==> src/rtl/mm_dmem_arbiter_if.sv <==
// Bundle of the CPU, debug and data-memory signals around mm_dmem_arbiter.
//   slave  : arbiter view (takes requests, drives grants, read returns and mem_*)
//   master : environment view (CPU, debug master and memory model)
// CPU port   : cpu_req/we/addr/wdata in, cpu_gnt/stall/rvalid/rdata out
// Debug port : dbg_req/we/lock/addr/wdata in, dbg_gnt/rvalid/rdata out
// Memory     : mem_en/we/addr/wdata out, mem_rdata in (valid one cycle after a read strobe)
interface mm_dmem_arbiter_if #(
   parameter int unsigned ADDR_W = 8,
   parameter int unsigned DATA_W = 32
);
   logic              cpu_req;
   logic              cpu_we;
   logic [ADDR_W-1:0] cpu_addr;
   logic [DATA_W-1:0] cpu_wdata;
   logic              cpu_gnt;
   logic              cpu_stall;
   logic              cpu_rvalid;
   logic [DATA_W-1:0] cpu_rdata;

   logic              dbg_req;
   logic              dbg_we;
   logic              dbg_lock;
   logic [ADDR_W-1:0] dbg_addr;
   logic [DATA_W-1:0] dbg_wdata;
   logic              dbg_gnt;
   logic              dbg_rvalid;
   logic [DATA_W-1:0] dbg_rdata;

   logic              mem_en;
   logic              mem_we;
   logic [ADDR_W-1:0] mem_addr;
   logic [DATA_W-1:0] mem_wdata;
   logic [DATA_W-1:0] mem_rdata;

   modport slave (
      input  cpu_req, cpu_we, cpu_addr, cpu_wdata,
      output cpu_gnt, cpu_stall, cpu_rvalid, cpu_rdata,
      input  dbg_req, dbg_we, dbg_lock, dbg_addr, dbg_wdata,
      output dbg_gnt, dbg_rvalid, dbg_rdata,
      output mem_en, mem_we, mem_addr, mem_wdata,
      input  mem_rdata
   );

   modport master (
      output cpu_req, cpu_we, cpu_addr, cpu_wdata,
      input  cpu_gnt, cpu_stall, cpu_rvalid, cpu_rdata,
      output dbg_req, dbg_we, dbg_lock, dbg_addr, dbg_wdata,
      input  dbg_gnt, dbg_rvalid, dbg_rdata,
      input  mem_en, mem_we, mem_addr, mem_wdata,
      output mem_rdata
   );
endinterface

==> src/rtl/mm_dmem_arbiter.sv <==
// Shares the single-port MiniMIPS data memory between the CPU load/store port and a
// debug/loader port. CPU has priority; a starvation counter forces a debug grant after
// STARVE_LIM consecutive lost debug cycles, and dbg_lock keeps debug ownership for bursts.
// Ports:
//   clk   : clock, rising edge
//   rst_n : asynchronous reset, active low
//   bus   : mm_dmem_arbiter_if.slave (CPU port, debug port, memory port)
module mm_dmem_arbiter #(
   parameter int unsigned ADDR_W     = 8,
   parameter int unsigned DATA_W     = 32,
   parameter int unsigned STARVE_LIM = 4
) (
   input logic              clk,
   input logic              rst_n,
   mm_dmem_arbiter_if.slave bus
);
   typedef enum logic {StArb, StLock} state_e;
   typedef enum logic [1:0] {OwnNone, OwnCpu, OwnDbg} owner_e;

   localparam logic [3:0] StarveLim = 4'(STARVE_LIM);

   state_e            state_q, state_d;
   owner_e            owner_q, owner_d;
   logic [3:0]        starve_q, starve_d;
   logic [DATA_W-1:0] cpu_rdata_q, cpu_rdata_d;
   logic [DATA_W-1:0] dbg_rdata_q, dbg_rdata_d;
   logic              cpu_gnt, dbg_gnt, force_dbg;

   always_ff @(posedge clk or negedge rst_n) begin
      if (!rst_n) begin
         state_q     <= StArb;
         owner_q     <= OwnNone;
         starve_q    <= '0;
         cpu_rdata_q <= '0;
         dbg_rdata_q <= '0;
      end else begin
         state_q     <= state_d;
         owner_q     <= owner_d;
         starve_q    <= starve_d;
         cpu_rdata_q <= cpu_rdata_d;
         dbg_rdata_q <= dbg_rdata_d;
      end
   end

   // Arbitration and next state
   always_comb begin
      state_d   = state_q;
      starve_d  = starve_q;
      cpu_gnt   = 1'b0;
      dbg_gnt   = 1'b0;
      force_dbg = (starve_q == StarveLim);
      unique case (state_q)
         StArb: begin
            if (bus.dbg_req && (!bus.cpu_req || force_dbg)) begin
               dbg_gnt  = 1'b1;
               starve_d = '0;
               if (bus.dbg_lock) state_d = StLock;
            end else if (bus.cpu_req) begin
               cpu_gnt = 1'b1;
               if (bus.dbg_req && (starve_q < StarveLim)) starve_d = starve_q + 4'd1;
            end
         end
         StLock: begin
            starve_d = '0;
            dbg_gnt  = bus.dbg_req;
            // Leave after an unlocked grant or once debug stops requesting
            if (!bus.dbg_req || !bus.dbg_lock) state_d = StArb;
         end
      endcase
      // No access may issue while reset is held
      if (!rst_n) begin
         cpu_gnt = 1'b0;
         dbg_gnt = 1'b0;
      end
   end

   // Read return tracking: owner_q names the port whose read data arrives this cycle
   always_comb begin
      owner_d = OwnNone;
      if (cpu_gnt && !bus.cpu_we)      owner_d = OwnCpu;
      else if (dbg_gnt && !bus.dbg_we) owner_d = OwnDbg;
      cpu_rdata_d = (owner_q == OwnCpu) ? bus.mem_rdata : cpu_rdata_q;
      dbg_rdata_d = (owner_q == OwnDbg) ? bus.mem_rdata : dbg_rdata_q;
   end

   // Outputs; muxes fall back to 0 so nothing undriven leaks to the memory
   always_comb begin
      bus.cpu_gnt    = cpu_gnt;
      bus.dbg_gnt    = dbg_gnt;
      bus.cpu_stall  = bus.cpu_req & ~cpu_gnt;
      bus.cpu_rvalid = (owner_q == OwnCpu);
      bus.dbg_rvalid = (owner_q == OwnDbg);
      bus.cpu_rdata  = cpu_rdata_d;
      bus.dbg_rdata  = dbg_rdata_d;
      bus.mem_en     = cpu_gnt | dbg_gnt;
      bus.mem_we     = 1'b0;
      bus.mem_addr   = '0;
      bus.mem_wdata  = '0;
      if (cpu_gnt) begin
         bus.mem_we    = bus.cpu_we;
         bus.mem_addr  = bus.cpu_addr;
         bus.mem_wdata = bus.cpu_wdata;
      end else if (dbg_gnt) begin
         bus.mem_we    = bus.dbg_we;
         bus.mem_addr  = bus.dbg_addr;
         bus.mem_wdata = bus.dbg_wdata;
      end
   end
endmodule
==> src/flat_wrapper.sv <==
// flat-port wrapper written by rule: the top's interface ports become plain ports
module mm_dmem_arbiter_flat 
#(
   parameter int unsigned ADDR_W     = 8,
   parameter int unsigned DATA_W     = 32,
   parameter int unsigned STARVE_LIM = 4
)
  (clk, rst_n, bus_cpu_req, bus_cpu_we, bus_cpu_addr, bus_cpu_wdata, bus_cpu_gnt, bus_cpu_stall, bus_cpu_rvalid, bus_cpu_rdata, bus_dbg_req, bus_dbg_we, bus_dbg_lock, bus_dbg_addr, bus_dbg_wdata, bus_dbg_gnt, bus_dbg_rvalid, bus_dbg_rdata, bus_mem_en, bus_mem_we, bus_mem_addr, bus_mem_wdata, bus_mem_rdata);
  mm_dmem_arbiter_if #(.ADDR_W(ADDR_W), .DATA_W(DATA_W)) bus_i ();
  input logic clk;
  input logic rst_n;
  input wire logic [$bits(bus_i.cpu_req)-1:0] bus_cpu_req;
  input wire logic [$bits(bus_i.cpu_we)-1:0] bus_cpu_we;
  input wire logic [$bits(bus_i.cpu_addr)-1:0] bus_cpu_addr;
  input wire logic [$bits(bus_i.cpu_wdata)-1:0] bus_cpu_wdata;
  output wire logic [$bits(bus_i.cpu_gnt)-1:0] bus_cpu_gnt;
  output wire logic [$bits(bus_i.cpu_stall)-1:0] bus_cpu_stall;
  output wire logic [$bits(bus_i.cpu_rvalid)-1:0] bus_cpu_rvalid;
  output wire logic [$bits(bus_i.cpu_rdata)-1:0] bus_cpu_rdata;
  input wire logic [$bits(bus_i.dbg_req)-1:0] bus_dbg_req;
  input wire logic [$bits(bus_i.dbg_we)-1:0] bus_dbg_we;
  input wire logic [$bits(bus_i.dbg_lock)-1:0] bus_dbg_lock;
  input wire logic [$bits(bus_i.dbg_addr)-1:0] bus_dbg_addr;
  input wire logic [$bits(bus_i.dbg_wdata)-1:0] bus_dbg_wdata;
  output wire logic [$bits(bus_i.dbg_gnt)-1:0] bus_dbg_gnt;
  output wire logic [$bits(bus_i.dbg_rvalid)-1:0] bus_dbg_rvalid;
  output wire logic [$bits(bus_i.dbg_rdata)-1:0] bus_dbg_rdata;
  output wire logic [$bits(bus_i.mem_en)-1:0] bus_mem_en;
  output wire logic [$bits(bus_i.mem_we)-1:0] bus_mem_we;
  output wire logic [$bits(bus_i.mem_addr)-1:0] bus_mem_addr;
  output wire logic [$bits(bus_i.mem_wdata)-1:0] bus_mem_wdata;
  input wire logic [$bits(bus_i.mem_rdata)-1:0] bus_mem_rdata;
  assign bus_i.cpu_req = bus_cpu_req;
  assign bus_i.cpu_we = bus_cpu_we;
  assign bus_i.cpu_addr = bus_cpu_addr;
  assign bus_i.cpu_wdata = bus_cpu_wdata;
  assign bus_cpu_gnt = bus_i.cpu_gnt;
  assign bus_cpu_stall = bus_i.cpu_stall;
  assign bus_cpu_rvalid = bus_i.cpu_rvalid;
  assign bus_cpu_rdata = bus_i.cpu_rdata;
  assign bus_i.dbg_req = bus_dbg_req;
  assign bus_i.dbg_we = bus_dbg_we;
  assign bus_i.dbg_lock = bus_dbg_lock;
  assign bus_i.dbg_addr = bus_dbg_addr;
  assign bus_i.dbg_wdata = bus_dbg_wdata;
  assign bus_dbg_gnt = bus_i.dbg_gnt;
  assign bus_dbg_rvalid = bus_i.dbg_rvalid;
  assign bus_dbg_rdata = bus_i.dbg_rdata;
  assign bus_mem_en = bus_i.mem_en;
  assign bus_mem_we = bus_i.mem_we;
  assign bus_mem_addr = bus_i.mem_addr;
  assign bus_mem_wdata = bus_i.mem_wdata;
  assign bus_i.mem_rdata = bus_mem_rdata;
  mm_dmem_arbiter #(.ADDR_W(ADDR_W), .DATA_W(DATA_W), .STARVE_LIM(STARVE_LIM)) u_core (.clk(clk), .rst_n(rst_n), .bus(bus_i));
endmodule
==> config.mk <==
export PLATFORM = sky130hd
export DESIGN_NAME = mm_dmem_arbiter_flat
export DESIGN_NICKNAME = d
export VERILOG_FILES = /design/src/rtl/mm_dmem_arbiter_if.sv /design/src/rtl/mm_dmem_arbiter.sv /design/src/flat_wrapper.sv
export SDC_FILE = /design/constraint.sdc
export NUM_CORES = 1
export LEC_CHECK = 0
export BUFFER_PORTS_ARGS = -buffer_cell sky130_fd_sc_hd__buf_2
export CORE_MARGIN = 8
export CORE_UTILIZATION = 30
export CTS_BUF_LIST = sky130_fd_sc_hd__clkbuf_2
export CTS_CLUSTER_DIAMETER = 120
export CTS_CLUSTER_SIZE = 16
export DETAILED_ROUTE_END_ITERATION = 16
export SKIP_LAST_GASP = 1
export SLEW_MARGIN = 20
export SYNTH_ARGS = -nofsm -noshare
export SYNTH_HDL_FRONTEND = slang
export SYNTH_SLANG_ARGS = --single-unit
==> constraint.sdc <==
create_clock -name clk -period 1.7 [get_ports clk]
set_input_delay 0.17 -clock clk [delete_from_list [all_inputs] [get_ports clk]]
set_output_delay 0.17 -clock clk [all_outputs]
set_load 0.02 [all_outputs]
== After elaboration in Yosys (flattened, before gate mapping) ==
Index checks and enable logic that the tools add are counted.
Word-level totals
  register bits after elaboration: 71
  input bits: 119
  output and inout bits: 111
  word-level logic and storage cells: 53
Cells by class
  add/sub/neg operators: 1
  order comparisons: 1
  equal/unequal tests: 5
  multiplexer cells: 25
  bitwise logic cells: 4
  reductions and logical operators: 12
Operators by type and width (number)
  32-bit two-way mux: 4
  8-bit two-way mux: 2
  4-bit two-way mux: 3
  1-bit two-way mux: 11
  4-bit one-hot mux with 2 select lines: 1
  1-bit logical NOT: 5
  4-bit by 1-bit adder with 4-bit output (second input constant): 1
  4-bit by 3-bit == test with 1-bit output (second input constant): 1
  1-bit logical AND: 4
  4-bit by 3-bit less-than comparator with 1-bit output (second input constant): 1
  2-bit two-way mux: 2
  1-bit one-hot mux with 2 select lines: 2
  3-bit by 1-bit inequality test with 1-bit output (second input constant): 1
  3-bit by 2-bit inequality test with 1-bit output (second input constant): 1
  2-bit by 1-bit == test with 1-bit output (second input constant): 1
  2-bit == test (second input constant): 1
  1-bit logical OR: 2
  1-bit NOT: 2
  2-bit AND reduction: 1
  1-bit bitwise AND: 1
  1-bit bitwise OR: 1

== Longest topological paths before layout ==
Gate-level depths: netlist of run 1.
  depth in word-level cells: 9
  depth in mapped cells: 7
  depth with buffers taken out: 5

== Worst setup path after synthesis of run 1 ==
No wires, ideal clock.
  kind: reg-to-output
  start: register u_core.starve_q[0]
  end: output port bus_mem_wdata[12]
  data arrival time: 1.538 ns
  data required time: 1.530 ns
  slack: -0.008 ns
  cell stages (with the launch flop): 8
  path buffers: 2
  cell sequence: dfrtp_1 inv_1 ha_1 and4b_4 nand2b_4 buf_12 buf_12 o22ai_1
On the way
  word-level cells in the longest chain between the ends: 8
  elaborated cells on any way between the ends: 11
  those cells by class: eq/ne (1); mux (8); reduce/logical (2)
Ends and longest elaborated chain
  start, declared: RTL line mm_dmem_arbiter.sv:24  | logic [3:0] starve_q, starve_d;
  start signal, assigned: RTL line mm_dmem_arbiter.sv:39  | starve_q <= starve_d;
  4-bit by 3-bit == test with 1-bit output (*): RTL line mm_dmem_arbiter.sv:51  | force_dbg = (starve_q == StarveLim);
  1-bit logical OR (*): RTL line mm_dmem_arbiter.sv:54  | if (bus.dbg_req && (!bus.cpu_req || force_dbg)) begin
  1-bit logical AND (*): RTL line mm_dmem_arbiter.sv:54
  1-bit two-way mux: RTL line mm_dmem_arbiter.sv:54
  1-bit one-hot mux with 2 select lines: RTL line mm_dmem_arbiter.sv:52  | unique case (state_q)
  1-bit two-way mux: RTL line mm_dmem_arbiter.sv:71  | if (!rst_n) begin
  32-bit two-way mux: RTL line mm_dmem_arbiter.sv:103  | end else if (dbg_gnt) begin
  32-bit two-way mux (*): RTL line mm_dmem_arbiter.sv:99  | if (cpu_gnt) begin
  end, declared: RTL line flat_wrapper.sv:31  | output wire logic [$bits(bus_i.mem_wdata)-1:0] bus_mem_wdata;
Mark *: on every way between the ends. The rest lies on a longest branch, timed or not.

== Worst setup path in the final report of run 1 ==
  start: register u_core.starve_q[0]
  end: output port bus_mem_addr[2]
On the way
  word-level cells in the longest chain between the ends: 8
  elaborated cells on any way between the ends: 11
  those cells by class: eq/ne (1); mux (8); reduce/logical (2)
Ends and longest elaborated chain
  4-bit by 3-bit == test with 1-bit output (*): RTL line mm_dmem_arbiter.sv:51
  1-bit logical OR (*): RTL line mm_dmem_arbiter.sv:54
  1-bit logical AND (*): RTL line mm_dmem_arbiter.sv:54
  1-bit two-way mux: RTL line mm_dmem_arbiter.sv:54
  1-bit one-hot mux with 2 select lines: RTL line mm_dmem_arbiter.sv:52
  1-bit two-way mux: RTL line mm_dmem_arbiter.sv:71
  8-bit two-way mux: RTL line mm_dmem_arbiter.sv:103
  8-bit two-way mux (*): RTL line mm_dmem_arbiter.sv:99
  end, declared: RTL line flat_wrapper.sv:30  | output wire logic [$bits(bus_i.mem_addr)-1:0] bus_mem_addr;
Marks and branches as above.

==> impl_metrics.prom, run 1 <==
# TYPE chip_impl_metric gauge
chip_impl_metric{name="initial_utilization",unit=""} 0.309
chip_impl_metric{name="timing.final.crit_share",unit=""} 1.32
chip_impl_info{name="cts.root.buffer_cell",value="clkbuf_2"} 1
chip_impl_metric{name="die-area",unit="um2"} 15500
chip_impl_info{name="crit_slowest_cell",value="dfrtp_1"} 1
chip_impl_info{name="crit_type",value="reg -> out"} 1
chip_impl_metric{name="async_reset_ff_frac",unit=""} 1.00
chip_impl_info{name="yosys-top-cells-count",value="nand2_1 (82), dfrtp_1 (71), mux2_2 (64), o22ai_1 (38)"} 1
chip_impl_metric{name="gp_congestion",unit=""} 0.769
chip_impl_metric{name="design.portCount",unit=""} 230
chip_impl_metric{name="critPathBufInv",unit=""} 3
chip_impl_metric{name="finish.utilization",unit=""} 0.591
chip_impl_metric{name="tns",unit="ns"} -48.06
chip_impl_metric{name="worst_hold_path.num_cells",unit=""} 3
chip_impl_metric{name="num-fill-cells",unit=""} 891
chip_impl_metric{name="core_region_area",unit="um2"} 11400
chip_impl_metric{name="synth-seq-cells",unit=""} 71
chip_impl_info{name="grt_setup_unrepaired",value="true"} 1
chip_impl_metric{name="detailedRoute.firstPassIterationCount",unit=""} 5
chip_impl_metric{name="synthesis.nets",unit=""} 438
chip_impl_metric{name="power.leakage",unit="nW"} 3.51
chip_impl_metric{name="finalWirelength",unit="um"} 15700
chip_impl_metric{name="clk_transition_reported_paths",unit="ns"} 0.20
chip_impl_metric{name="ir_worst_vdd",unit="mV"} 0.831
chip_impl_metric{name="layout-drive-gt1-share",unit=""} 0.626
chip_impl_metric{name="grt_pass1_vias",unit=""} 3974
chip_impl_info{name="timing.critical_path.to_type",value="primary output"} 1
chip_impl_metric{name="ff2ff_setup_slack",unit="ns"} 0.09
chip_impl_metric{name="stdcell_count",unit=""} 785
chip_impl_info{name="failed_checks",value="setup timing"} 1
chip_impl_metric{name="routed_wire_length_per_instance",unit="um"} 19.9
chip_impl_metric{name="post_drt_via_cell_ratio",unit=""} 4.76
chip_impl_metric{name="hold_violations",unit=""} 0
chip_impl_metric{name="hpwlAfterDp",unit="um"} 9080
chip_impl_metric{name="antenna_found_initial",unit=""} 0
chip_impl_metric{name="die_y",unit="um"} 124
chip_impl_info{name="path_delay_family",value="buffers and inverters"} 1
chip_impl_metric{name="cts_htree_levels",unit=""} 3
chip_impl_metric{name="numPlacedInstances",unit=""} 673
chip_impl_info{name="worstHoldStart",value="bus_dbg_req"} 1
chip_impl_metric{name="wl_met3",unit="um"} 1290
chip_impl_metric{name="final_setup_margin",unit="ns"} -0.546
chip_impl_metric{name="gr-usage-all-layers",unit=""} 0.174
chip_impl_metric{name="crit_required",unit="ns"} 1.53
chip_impl_metric{name="rows",unit=""} 39
chip_impl_metric{name="synth_cell_type_count",unit=""} 25
chip_impl_metric{name="power.density",unit="nW/um2"} 981
chip_impl_info{name="regToRegEndpoint",value="u_core.dbg_rdata_q[13]"} 1
chip_impl_metric{name="critPathMaxStageDelay",unit="ns"} 0.40
chip_impl_info{name="crit_chain",value="inv_1 > ha_1 > and4b_4 > nand2b_4 > clkbuf_16 > o22ai_1 > buf_4"} 1
chip_impl_metric{name="synthesis.yosys.warnings",unit=""} 0
chip_impl_metric{name="max-cap-violations",unit=""} 0
chip_impl_info{name="status",value="complete, but fails checks"} 1
chip_impl_metric{name="synthesis.instances",unit=""} 317
chip_impl_metric{name="fin_skew",unit="ns"} 0.0156
chip_impl_metric{name="setup_violations",unit=""} 111
chip_impl_metric{name="postLayoutCellArea",unit="um2"} 6750
chip_impl_info{name="setup.worst_path.start",value="u_core.starve_q[0]"} 1
chip_impl_metric{name="slew-limit-headroom",unit=""} 0.533
chip_impl_metric{name="grt_first_pass_wirelength",unit="um"} 21700
chip_impl_info{name="synth_top_area_cell",value="dfrtp_1"} 1
chip_impl_metric{name="cts_buffers",unit=""} 9
chip_impl_metric{name="detailed_place.area",unit="um2"} 4820
chip_impl_metric{name="drt_drc_violations_left",unit=""} 0
chip_impl_metric{name="timing.final.max_slew_violations",unit=""} 0
chip_impl_metric{name="die_w",unit="um"} 124
chip_impl_info{name="tritoncts",value="done"} 1
chip_impl_metric{name="synth_area_per_cell",unit="um2"} 11.1
chip_impl_info{name="route.top_layer_used",value="met4"} 1
chip_impl_info{name="hold_end",value="u_core.starve_q[3]"} 1
chip_impl_metric{name="routed-via-count",unit=""} 3733
chip_impl_metric{name="critical_path_arrival",unit="ns"} 2.08
chip_impl_metric{name="cts.sinks",unit=""} 71
chip_impl_metric{name="area.sequential",unit="um2"} 1780
chip_impl_info{name="timing.critical_path.from_type",value="flip-flop"} 1
chip_impl_info{name="worstReg2RegStart",value="u_core.owner_q[1]"} 1
chip_impl_metric{name="worst-path-max-fanout",unit=""} 10
chip_impl_metric{name="met2_length",unit="um"} 8130
chip_impl_metric{name="footprint_of_the_multi_input_gates",unit="um2"} 1850
chip_impl_metric{name="met1_length",unit="um"} 6080
chip_impl_metric{name="place.port_buffers",unit=""} 229
chip_impl_metric{name="worstSkewPairLatency",unit="ns"} 0.54
chip_impl_metric{name="synth_edf_count",unit=""} 0
chip_impl_metric{name="yosys.area.top_type_share",unit=""} 0.504
chip_impl_info{name="synth.most_common_cell",value="nand2_1"} 1
chip_impl_metric{name="ctsLongestPathBuffers",unit=""} 2
chip_impl_metric{name="max_slew.worst_pin.slew",unit="ns"} 0.701
chip_impl_metric{name="synth.cell_area",unit="um2"} 3520
chip_impl_info{name="hold_class",value="in -> reg"} 1
chip_impl_info{name="synth_area_leaders",value="dfrtp_1 (50%), mux2_2 (20%), nand2_1 (8.7%)"} 1
chip_impl_metric{name="grt-ovfl-total",unit=""} 0
chip_impl_metric{name="final_net_count",unit=""} 757
chip_impl_metric{name="r2r_cells",unit=""} 7
chip_impl_metric{name="synth.yosys.seq_area_share",unit=""} 0.504
chip_impl_info{name="yosys_most_used_dff",value="dfrtp_1"} 1
chip_impl_metric{name="maxClockFrequency",unit="MHz"} 445
chip_impl_metric{name="grt_start_max_net_pins",unit=""} 57
chip_impl_metric{name="route.antenna.remaining_nets",unit=""} 0
chip_impl_metric{name="detailedRoute.firstIterationViolations",unit=""} 271
chip_impl_metric{name="period_minus_ws_final",unit="ns"} 2.25
chip_impl_metric{name="areaGrowthSynthToFinish",unit="%"} 91.4
## kinds of logic after synthesis
family,count (synthesis),share of synthesized area
multiplexers,65,0.207
flip-flops,71,0.504
adder cells (fa/ha/maj),2,0.00710
AO/OA/AOI/OAI,45,0.0898
XOR/XNOR,1,0.00249
AND/OR/NAND/NOR,100,0.119
buffers and inverters,33,0.0700
## repair_timing
item | in CTS | in global routing
buffers inserted | 24 | 28
hold buffers | 38 | 0
gates resized for setup | 108 | 157
hold endpoints to repair | 139 | 0
setup endpoints to repair | 111 | 111
cloned | 8 | 2
## per-layer routing
metal | track usage | vias to the layer above
li1 | - | 1727
met1 | 0.192 | 1794
met2 | 0.313 | 195
met3 | 0.0587 | 17
met4 | 0.0411 | 0
met5 | 0 | -
## worst min-delay path, cell delays in order
cell and delay, ns:
buf_2 0.17, a211o_2 0.19, nor2_1 0.04
## sequential cells by signal (all words and copies together) (netlist names)
name / flops
u_core.state_q: 1
u_core.starve_q: 4
u_core.cpu_rdata_q: 32
u_core.dbg_rdata_q: 32
u_core.owner_q: 2
## area by class of cell
cell class	instances	area share
flip-flops and latches	71	0.263
diodes	1	0.000371
inverters	7	0.00390
clock buffers	9	0.00668
repair buffers	334	0.411
well taps	143	0.0265
multi-input cells	213	0.274
clock inverters	7	0.0143
## layout by cell type (no fill, tap or decap), drive strengths merged, types with 2 or more instances in the layout
master	count
o22ai	41
nand2	82
buf	294
ha	2
inv	8
bufinv	2
a21oi	2
dlygate4sd3	38
nand2b	3
mux2	64
dfrtp	71
nor3	2
clkbuf	11
nor2	9
clkinv	4
## through the flow
stage          setup slack [ns]  hold slack, ns  total power [mW]
4_1_cts                  -0.550         0.00785              5.88
6_report                 -0.546          0.0511              6.62
5_1_grt                  -0.658          0.0306              6.91
2_1_floorplan          -0.00843          -0.126              3.43
3_3_place_gp            -0.0415           0.170              4.13
3_5_place_dp            -0.0934           0.175              4.19
## how the worst max path moves through the flow
| stage | cells after the start | endpoint | slack [ns] |
|---|---|---|---|
| floorplan | 7 | bus_mem_addr[2] | -0.008 |
| detailed placement | 7 | bus_mem_wdata[8] | -0.09 |
| global placement | 7 | bus_mem_wdata[8] | -0.04 |
| finish | 7 | bus_mem_addr[2] | -0.55 |
| CTS | 7 | bus_mem_wdata[9] | -0.55 |
| global route | 7 | bus_mem_wdata[26] | -0.66 |
## where the power goes
part	internal (mW)	switching (mW)
registers	2.05	0.135
logic	1.78	1.51
clock network	0.492	0.655
total	4.32	2.30
(Power assumes the default switching activity.)
==> run 2, diff against run 1 <==
BUFFER_PORTS_ARGS = -buffer_cell sky130_fd_sc_hd__buf_4   (was -buffer_cell sky130_fd_sc_hd__buf_2)
clock period = 2.6 ns   (was 1.7 ns; I/O delays follow)
==> run 2 against run 1 <==
Compared with the run above: the run now ends clean; critical path depth is the same; count of clock-buffer cells in the layout grew 2; combinational power is 53% lower; clock skew decreased by 0.0013 ns; global-route usage is 1.6 points lower; utilization down 8.5 points; register-to-register slack gained 1.0 ns; flip-flop and latch count stayed put; sequential share of layout area up 4.4 points; largest cell class unchanged; highest routed layer unchanged.
==> impl_metrics.prom, run 2 (synthesis results as in run 1) <==
# TYPE chip_impl_metric gauge
chip_impl_info{name="status",value="complete, no violations"} 1
chip_impl_metric{name="die_y",unit="um"} 124
chip_impl_metric{name="hpwlAfterDp",unit="um"} 9400
chip_impl_metric{name="stdcell_count",unit=""} 723
chip_impl_info{name="setup.worst_path.start",value="u_core.starve_q[0]"} 1
chip_impl_info{name="worstReg2RegStart",value="u_core.owner_q[1]"} 1
chip_impl_metric{name="ir_worst_vdd",unit="mV"} 0.444
chip_impl_metric{name="critical_path_arrival",unit="ns"} 2.16
chip_impl_info{name="layout_commonest_cell",value="buf_4"} 1
chip_impl_info{name="regToRegEndpoint",value="u_core.cpu_rdata_q[31]"} 1
chip_impl_metric{name="cts.sinks",unit=""} 71
chip_impl_info{name="cts.root.buffer_cell",value="clkbuf_2"} 1
chip_impl_info{name="crit_slowest_cell",value="dfrtp_1"} 1
chip_impl_metric{name="gp_congestion",unit=""} 0.824
chip_impl_metric{name="post_drt_via_cell_ratio",unit=""} 4.64
chip_impl_info{name="top_flop_regs",value="u_core.cpu_rdata_q: 32 flops, u_core.dbg_rdata_q: 32 flops, u_core.starve_q: 4 flops"} 1
chip_impl_metric{name="layout-drive-gt1-share",unit=""} 0.566
chip_impl_metric{name="routed_wire_length_per_instance",unit="um"} 17.3
chip_impl_metric{name="tns",unit="ns"} 0
chip_impl_metric{name="grt_first_pass_wirelength",unit="um"} 19900
chip_impl_metric{name="die-area",unit="um2"} 15500
chip_impl_metric{name="initial_utilization",unit=""} 0.309
chip_impl_info{name="hold_class",value="in -> reg"} 1
chip_impl_metric{name="grt_pass1_vias",unit=""} 3704
chip_impl_metric{name="fin_skew",unit="ns"} 0.0143
chip_impl_metric{name="core_region_area",unit="um2"} 11400
chip_impl_metric{name="period_minus_ws_final",unit="ns"} 2.42
chip_impl_metric{name="timing.final.max_slew_violations",unit=""} 0
chip_impl_metric{name="setup_violations",unit=""} 0
chip_impl_metric{name="grt_start_max_net_pins",unit=""} 59
chip_impl_metric{name="hold_violations",unit=""} 0
chip_impl_metric{name="clk_transition_reported_paths",unit="ns"} 0.18
chip_impl_info{name="crit_chain",value="inv_1 > ha_1 > and4b_4 > a21oi_4 > buf_8 > o22ai_1 > buf_4"} 1
chip_impl_metric{name="maxClockFrequency",unit="MHz"} 414
chip_impl_info{name="crit_end",value="bus_mem_wdata[12]"} 1
chip_impl_metric{name="worst-path-max-fanout",unit=""} 44
chip_impl_metric{name="power.density",unit="nW/um2"} 613
chip_impl_metric{name="areaGrowthSynthToFinish",unit="%"} 63.9
chip_impl_metric{name="power.leakage",unit="nW"} 2.83
chip_impl_metric{name="r2r_cells",unit=""} 3
chip_impl_metric{name="area.sequential",unit="um2"} 1780
chip_impl_metric{name="num_antenna_cells",unit=""} 0
chip_impl_metric{name="max_slew.worst_pin.slew",unit="ns"} 0.738
chip_impl_metric{name="finalWirelength",unit="um"} 12500
chip_impl_metric{name="detailedRoute.firstIterationViolations",unit=""} 97
chip_impl_info{name="crit_type",value="reg -> out"} 1
chip_impl_metric{name="ctsLongestPathBuffers",unit=""} 2
chip_impl_metric{name="grt-ovfl-total",unit=""} 0
chip_impl_metric{name="crit_required",unit="ns"} 2.34
chip_impl_metric{name="place.port_buffers",unit=""} 229
chip_impl_metric{name="slew-limit-headroom",unit=""} 0.508
chip_impl_metric{name="antenna_found_initial",unit=""} 0
chip_impl_metric{name="timing.final.crit_share",unit=""} 0.930
chip_impl_info{name="tritoncts",value="done"} 1
chip_impl_metric{name="design.portCount",unit=""} 230
chip_impl_metric{name="routed-via-count",unit=""} 3353
chip_impl_metric{name="p_total",unit="mW"} 3.54
chip_impl_info{name="grt_setup_unrepaired",value="false"} 1
chip_impl_metric{name="final_net_count",unit=""} 696
chip_impl_info{name="timing.critical_path.to_type",value="primary output"} 1
chip_impl_metric{name="detailedRoute.firstPassIterationCount",unit=""} 5
chip_impl_metric{name="ff2ff_setup_slack",unit="ns"} 1.12
chip_impl_metric{name="cts_htree_levels",unit=""} 3
chip_impl_metric{name="gr-usage-all-layers",unit=""} 0.157
chip_impl_metric{name="cts_buffers",unit=""} 9
chip_impl_metric{name="drt_drc_violations_left",unit=""} 0
chip_impl_metric{name="worstSkewPairLatency",unit="ns"} 0.49
chip_impl_metric{name="rows",unit=""} 39
chip_impl_metric{name="numPlacedInstances",unit=""} 670
chip_impl_metric{name="footprint_of_the_multi_input_gates",unit="um2"} 1540
chip_impl_metric{name="cts_setup_buffers",unit=""} 0
chip_impl_metric{name="die_w",unit="um"} 124
chip_impl_metric{name="route.antenna.remaining_nets",unit=""} 0
chip_impl_metric{name="max-cap-violations",unit=""} 0
chip_impl_metric{name="num-fill-cells",unit=""} 1050
chip_impl_info{name="timing.critical_path.from_type",value="flip-flop"} 1
chip_impl_metric{name="critPathMaxStageDelay",unit="ns"} 0.43
chip_impl_info{name="top_library_cells_by_usage_in_the_layout_fill_and_taps_aside",value="buf_4 (234), nand2_1 (82), dfrtp_1 (71), mux2_2 (64)"} 1
## run 2: changes by cell type in the layout (fill, tap and decap cells not counted), moves of 11 or more
cell    delta
buf_12    -11
mux2_2    +64
buf_6     -72
buf_4    +165
buf_2    -138
mux2_4    -64
## run 2: per-stage QoR
step	cell area (um2)	setup slack, ns	util	hold WS [ns]
floorplan	3520	0.802	-	-0.0356
global placement	5280	0.600	0.462	0.270
detailed placement	5280	0.572	0.462	0.282
CTS	5750	0.0148	0.504	0.0521
global route	5770	0.0105	0.506	0.0659
finish	5770	0.182	0.506	0.111
## run 2: power by group
part | leakage, nW | internal, mW | switching (mW)
Combinational | 1.92 | 0.737 | 0.810
Clock | 0.0647 | 0.221 | 0.372
Sequential | 0.848 | 1.34 | 0.0610
Total | 2.83 | 2.30 | 1.24
## run 2: routing by layer
metal  vias to the layer above  share of wire  GRT usage
met4                         0          0.010     0.0475
met2                       176           0.47      0.257
met3                        12           0.12     0.0796
met5                         -              0          0
met1                      1558           0.41      0.175
li1                       1607              -          -
## run 2: cell type report
cell class,instances,area share
Inverter,7,0.00455
Sequential cell,71,0.308
Multi-Input combinational cell,214,0.266
Clock buffer,11,0.00953
Tap cell,143,0.0310
Clock inverter,5,0.00845
Timing Repair Buffer,272,0.373
## run 2: worst min-delay path by stage
stage / from / endpoint / cells after the start
after detailed placement: rst_n / u_core.cpu_rdata_q[2] / 1
after CTS: bus_dbg_req / u_core.starve_q[3] / 3
after global placement: rst_n / u_core.cpu_rdata_q[2] / 1
final: bus_dbg_req / u_core.starve_q[3] / 3
after global routing: bus_dbg_req / u_core.starve_q[3] / 3
after floorplan: rst_n / u_core.cpu_rdata_q[0] / 0
## run 2: what timing repair did
action | 4_1_cts | 5_1_grt
hold buffers | 36 | 0
endpoints found under the setup margin | 28 | 32
cloned | 1 | 0
endpoints found under the hold margin | 79 | 0
gates resized for setup | 1 | 5
## run 2: critical path: cells and delay by family (launching register included)
kind / cells / cell delay (ns)
flops: 1 / 0.43
buf+inv: 3 / 0.51
simple gates: 1 / 0.23
compound gates: 2 / 0.30
fa+ha+maj: 1 / 0.18
==> run 3, diff against run 2 <==
ABC_AREA = 1   (was unset)
==> run 3 against run 2 <==
Compared with the run above: synthesized cell count up 38%; global-route usage is 1.1 points higher; non-clock buffer count down 18; worst hold slack got worse by 0.052 ns; total power rose by 2.9%; count of clock-buffer cells in the layout fell by 1; clock skew grew 0.017 ns; clock power increased by 12%; largest power group unchanged.
==> impl_metrics.prom, run 3 <==
# TYPE chip_impl_metric gauge
chip_impl_info{name="status",value="complete, no violations"} 1
chip_impl_metric{name="synth_edf_count",unit=""} 0
chip_impl_info{name="crit_slowest_cell",value="dlygate4sd3_1"} 1
chip_impl_metric{name="clock_power_share",unit=""} 0.182
chip_impl_metric{name="die_w",unit="um"} 125
chip_impl_metric{name="final_net_count",unit=""} 788
chip_impl_metric{name="synth_area_per_cell",unit="um2"} 8.11
chip_impl_info{name="route.top_layer_used",value="met4"} 1
chip_impl_metric{name="synth.yosys.seq_area_share",unit=""} 0.502
chip_impl_metric{name="gr-usage-all-layers",unit=""} 0.168
chip_impl_metric{name="finalWirelength",unit="um"} 13700
chip_impl_metric{name="post_drt_via_cell_ratio",unit=""} 4.75
chip_impl_metric{name="grt-ovfl-total",unit=""} 0
chip_impl_metric{name="layout-drive-gt1-share",unit=""} 0.405
chip_impl_metric{name="max-cap-violations",unit=""} 0
chip_impl_info{name="crit_chain",value="dlygate4sd3_1 > buf_4 > nand2_1 > clkinvlp_4 > buf_4 > nand3_1 > nand2_1 > buf_4"} 1
chip_impl_info{name="timing.critical_path.from_type",value="input port"} 1
chip_impl_info{name="synth_top_area_cell",value="dfrtp_1"} 1
chip_impl_metric{name="maxClockFrequency",unit="MHz"} 420
chip_impl_metric{name="cts_buffers",unit=""} 9
chip_impl_metric{name="num-fill-cells",unit=""} 1121
chip_impl_info{name="top_flop_regs",value="u_core.cpu_rdata_q: 32 flops, u_core.dbg_rdata_q: 32 flops, u_core.starve_q: 4 flops"} 1
chip_impl_metric{name="routed_wire_length_per_instance",unit="um"} 16.9
chip_impl_metric{name="internal_power_consumption",unit="mW"} 2.22
chip_impl_metric{name="areaGrowthSynthToFinish",unit="%"} 60.2
chip_impl_metric{name="place.port_buffers",unit=""} 229
chip_impl_metric{name="grt_start_max_net_pins",unit=""} 79
chip_impl_info{name="synth.most_common_cell",value="nand2_1"} 1
chip_impl_metric{name="power.density",unit="nW/um2"} 643
chip_impl_metric{name="hpwlAfterDp",unit="um"} 10300
chip_impl_metric{name="critPathBufInv",unit=""} 5
chip_impl_metric{name="timing.final.crit_share",unit=""} 0.917
chip_impl_metric{name="wl_met3",unit="um"} 1340
chip_impl_metric{name="critPathMaxStageDelay",unit="ns"} 0.58
chip_impl_metric{name="detailedRoute.firstPassIterationCount",unit=""} 5
chip_impl_metric{name="antenna_found_initial",unit=""} 0
chip_impl_info{name="hold_class",value="in -> reg"} 1
chip_impl_metric{name="synthesis.instances",unit=""} 436
chip_impl_info{name="top_library_cells_by_usage_in_the_layout_fill_and_taps_aside",value="buf_4 (237), nand2_1 (115), dfrtp_1 (71), o21ai_0 (61), inv_1 (45)"} 1
chip_impl_metric{name="netSwitchingPower",unit="mW"} 1.42
chip_impl_metric{name="synth_cell_type_count",unit=""} 23
chip_impl_metric{name="hold_violations",unit=""} 0
chip_impl_info{name="cts.root.buffer_cell",value="clkbuf_2"} 1
chip_impl_info{name="crit_type",value="in -> out"} 1
chip_impl_metric{name="met1_length",unit="um"} 5470
chip_impl_info{name="grt_setup_unrepaired",value="false"} 1
chip_impl_metric{name="met2_length",unit="um"} 6630
chip_impl_info{name="layout_commonest_cell",value="buf_4"} 1
chip_impl_metric{name="ctsLongestPathBuffers",unit=""} 2
chip_impl_metric{name="timing.final.max_slew_violations",unit=""} 0
chip_impl_metric{name="design.portCount",unit=""} 230
chip_impl_metric{name="clk_transition_reported_paths",unit="ns"} 0.24
chip_impl_info{name="yosys-top-cells-count",value="nand2_1 (116), dfrtp_1 (71), o21ai_0 (61), inv_1 (45), nand4_1 (44)"} 1
chip_impl_metric{name="setup_violations",unit=""} 0
chip_impl_metric{name="fin_skew",unit="ns"} 0.0312
chip_impl_metric{name="cts.sinks",unit=""} 71
chip_impl_metric{name="synthesis.nets",unit=""} 557
chip_impl_metric{name="combPwrFrac",unit=""} 0.429
chip_impl_info{name="path_delay_family",value="buffers and inverters"} 1
chip_impl_metric{name="grt_pass1_vias",unit=""} 4013
chip_impl_metric{name="period_minus_ws_final",unit="ns"} 2.38
chip_impl_metric{name="setup_ws_pre_cts",unit="ns"} 0.627
chip_impl_metric{name="detailedRoute.firstIterationViolations",unit=""} 271
chip_impl_metric{name="worstSkewPairLatency",unit="ns"} 0.50
chip_impl_metric{name="die-area",unit="um2"} 15500
chip_impl_metric{name="synthesis.yosys.warnings",unit=""} 0
chip_impl_metric{name="max_slew.worst_pin.slew",unit="ns"} 0.639
chip_impl_metric{name="critical_path_arrival",unit="ns"} 2.12
chip_impl_metric{name="num_antenna_cells",unit=""} 0
chip_impl_metric{name="power.switching_fraction",unit=""} 0.389
chip_impl_metric{name="synth.cell_area",unit="um2"} 3540
chip_impl_info{name="tritoncts",value="done"} 1
chip_impl_info{name="timing.critical_path.mode_cell",value="buf_4"} 1
chip_impl_metric{name="cts_htree_levels",unit=""} 3
chip_impl_metric{name="crit_required",unit="ns"} 2.34
chip_impl_metric{name="power.leakage",unit="nW"} 3.17
chip_impl_metric{name="drt_drc_violations_left",unit=""} 0
chip_impl_metric{name="route.antenna.remaining_nets",unit=""} 0
chip_impl_metric{name="grt_first_pass_wirelength",unit="um"} 21500
chip_impl_info{name="synth_area_leaders",value="dfrtp_1 (50%), nand2_1 (12%), o21ai_0 (8.6%)"} 1
chip_impl_metric{name="tns",unit="ns"} 0
chip_impl_metric{name="final_setup_margin",unit="ns"} 0.217
chip_impl_metric{name="routed-via-count",unit=""} 3875
chip_impl_metric{name="synth-seq-cells",unit=""} 71
chip_impl_metric{name="async_reset_ff_frac",unit=""} 1.00
chip_impl_metric{name="rows",unit=""} 39
chip_impl_metric{name="yosys.area.top_type_share",unit=""} 0.502
chip_impl_metric{name="core_region_area",unit="um2"} 11500
chip_impl_metric{name="gp_congestion",unit=""} 0.774
chip_impl_metric{name="slew-limit-headroom",unit=""} 0.574
chip_impl_metric{name="ir_worst_vdd",unit="mV"} 0.367
chip_impl_metric{name="pwr-share-seq",unit=""} 0.389
chip_impl_metric{name="worst-path-max-fanout",unit=""} 24
chip_impl_metric{name="die_y",unit="um"} 125
chip_impl_metric{name="initial_utilization",unit=""} 0.308
chip_impl_info{name="timing.critical_path.to_type",value="primary output"} 1
chip_impl_info{name="yosys_most_used_dff",value="dfrtp_1"} 1
[run 3: layout make-up]
cell class / instances / area (um2) / area share
repair buffers: 254 / 1960 / 0.346
well taps: 143 / 179 / 0.0316
inverters: 47 / 180 / 0.0318
clock buffers: 10 / 50.0 / 0.00884
flip-flops and latches: 71 / 1780 / 0.314
clock inverters: 6 / 68.8 / 0.0122
multi-input cells: 284 / 1450 / 0.256
[run 3: cell families after synthesis]
kind of cell | after synthesis | share of synthesized area
adder cells (fa/ha/maj) | 2 | 0.00708
flip-flops | 71 | 0.502
buffers and inverters | 83 | 0.103
AO/OA/AOI/OAI | 65 | 0.0920
AND/OR/NAND/NOR | 215 | 0.295
[run 3: worst register-to-register path: stages (launching register included)]
cell and delay [ns]:
dfrtp_1 0.44, inv_1 0.09, ha_1 0.19, nand3_4 0.14, nand2_8 0.13, buf_4 0.20
nand3_1 0.15, nor2_1 0.15
[run 3: power groups by stage]
stage	Sequential [mW]	Combinational, mW	Clock (mW)
floorplan	1.43	0.791	0
global placement	1.44	1.52	0
detailed placement	1.44	1.54	0
global route	1.45	1.69	0.740
finish	1.42	1.56	0.663
CTS	1.42	1.55	0.697
[run 3: repair_timing]
| action | CTS | global route |
|---|---|---|
| hold buffers | 8 | 7 |
| gates resized for setup | 0 | 7 |
| endpoints found under the hold margin | 41 | 7 |
| endpoints found under the setup margin | 0 | 62 |
| setup buffers | 0 | 2 |
[run 3: final timing paths]
path | from | to | slack [ns] | cells past startpoint
setup / recovery | rst_n | bus_mem_wdata[13] | 0.22 | 8
hold / removal | bus_mem_rdata[31] | u_core.dbg_rdata_q[31] | 0.06 | 3
setup reg to reg | u_core.starve_q[0] | u_core.owner_q[1] | 1.07 | 7
hold reg to reg | u_core.dbg_rdata_q[12] | u_core.dbg_rdata_q[12] | 0.52 | 2
max in group asynchronous | rst_n | u_core.cpu_rdata_q[19] | 1.17 | 4
min in group asynchronous | rst_n | u_core.cpu_rdata_q[25] | 0.46 | 3
[run 3: metal layers]
metal,vias up,track usage
met3,15,0.0711
met5,-,0
met1,1752,0.190
li1,1910,-
met2,198,0.279
met4,0,0.0560
[run 3: stage by stage]
step / cell area [um2] / hold slack [ns] / utilization / power, mW / instances
2_1_floorplan: 3540 / -0.0356 / - / 2.22 / 436
4_1_cts: 5520 / 0.00125 / 0.481 / 3.67 / 804
5_1_grt: 5660 / 0.00168 / 0.494 / 3.88 / 815
6_report: 5660 / 0.0596 / 0.494 / 3.64 / 815
3_5_place_dp: 5320 / 0.438 / 0.464 / 2.98 / 780
3_3_place_gp: 5320 / 0.430 / 0.464 / 2.96 / 780
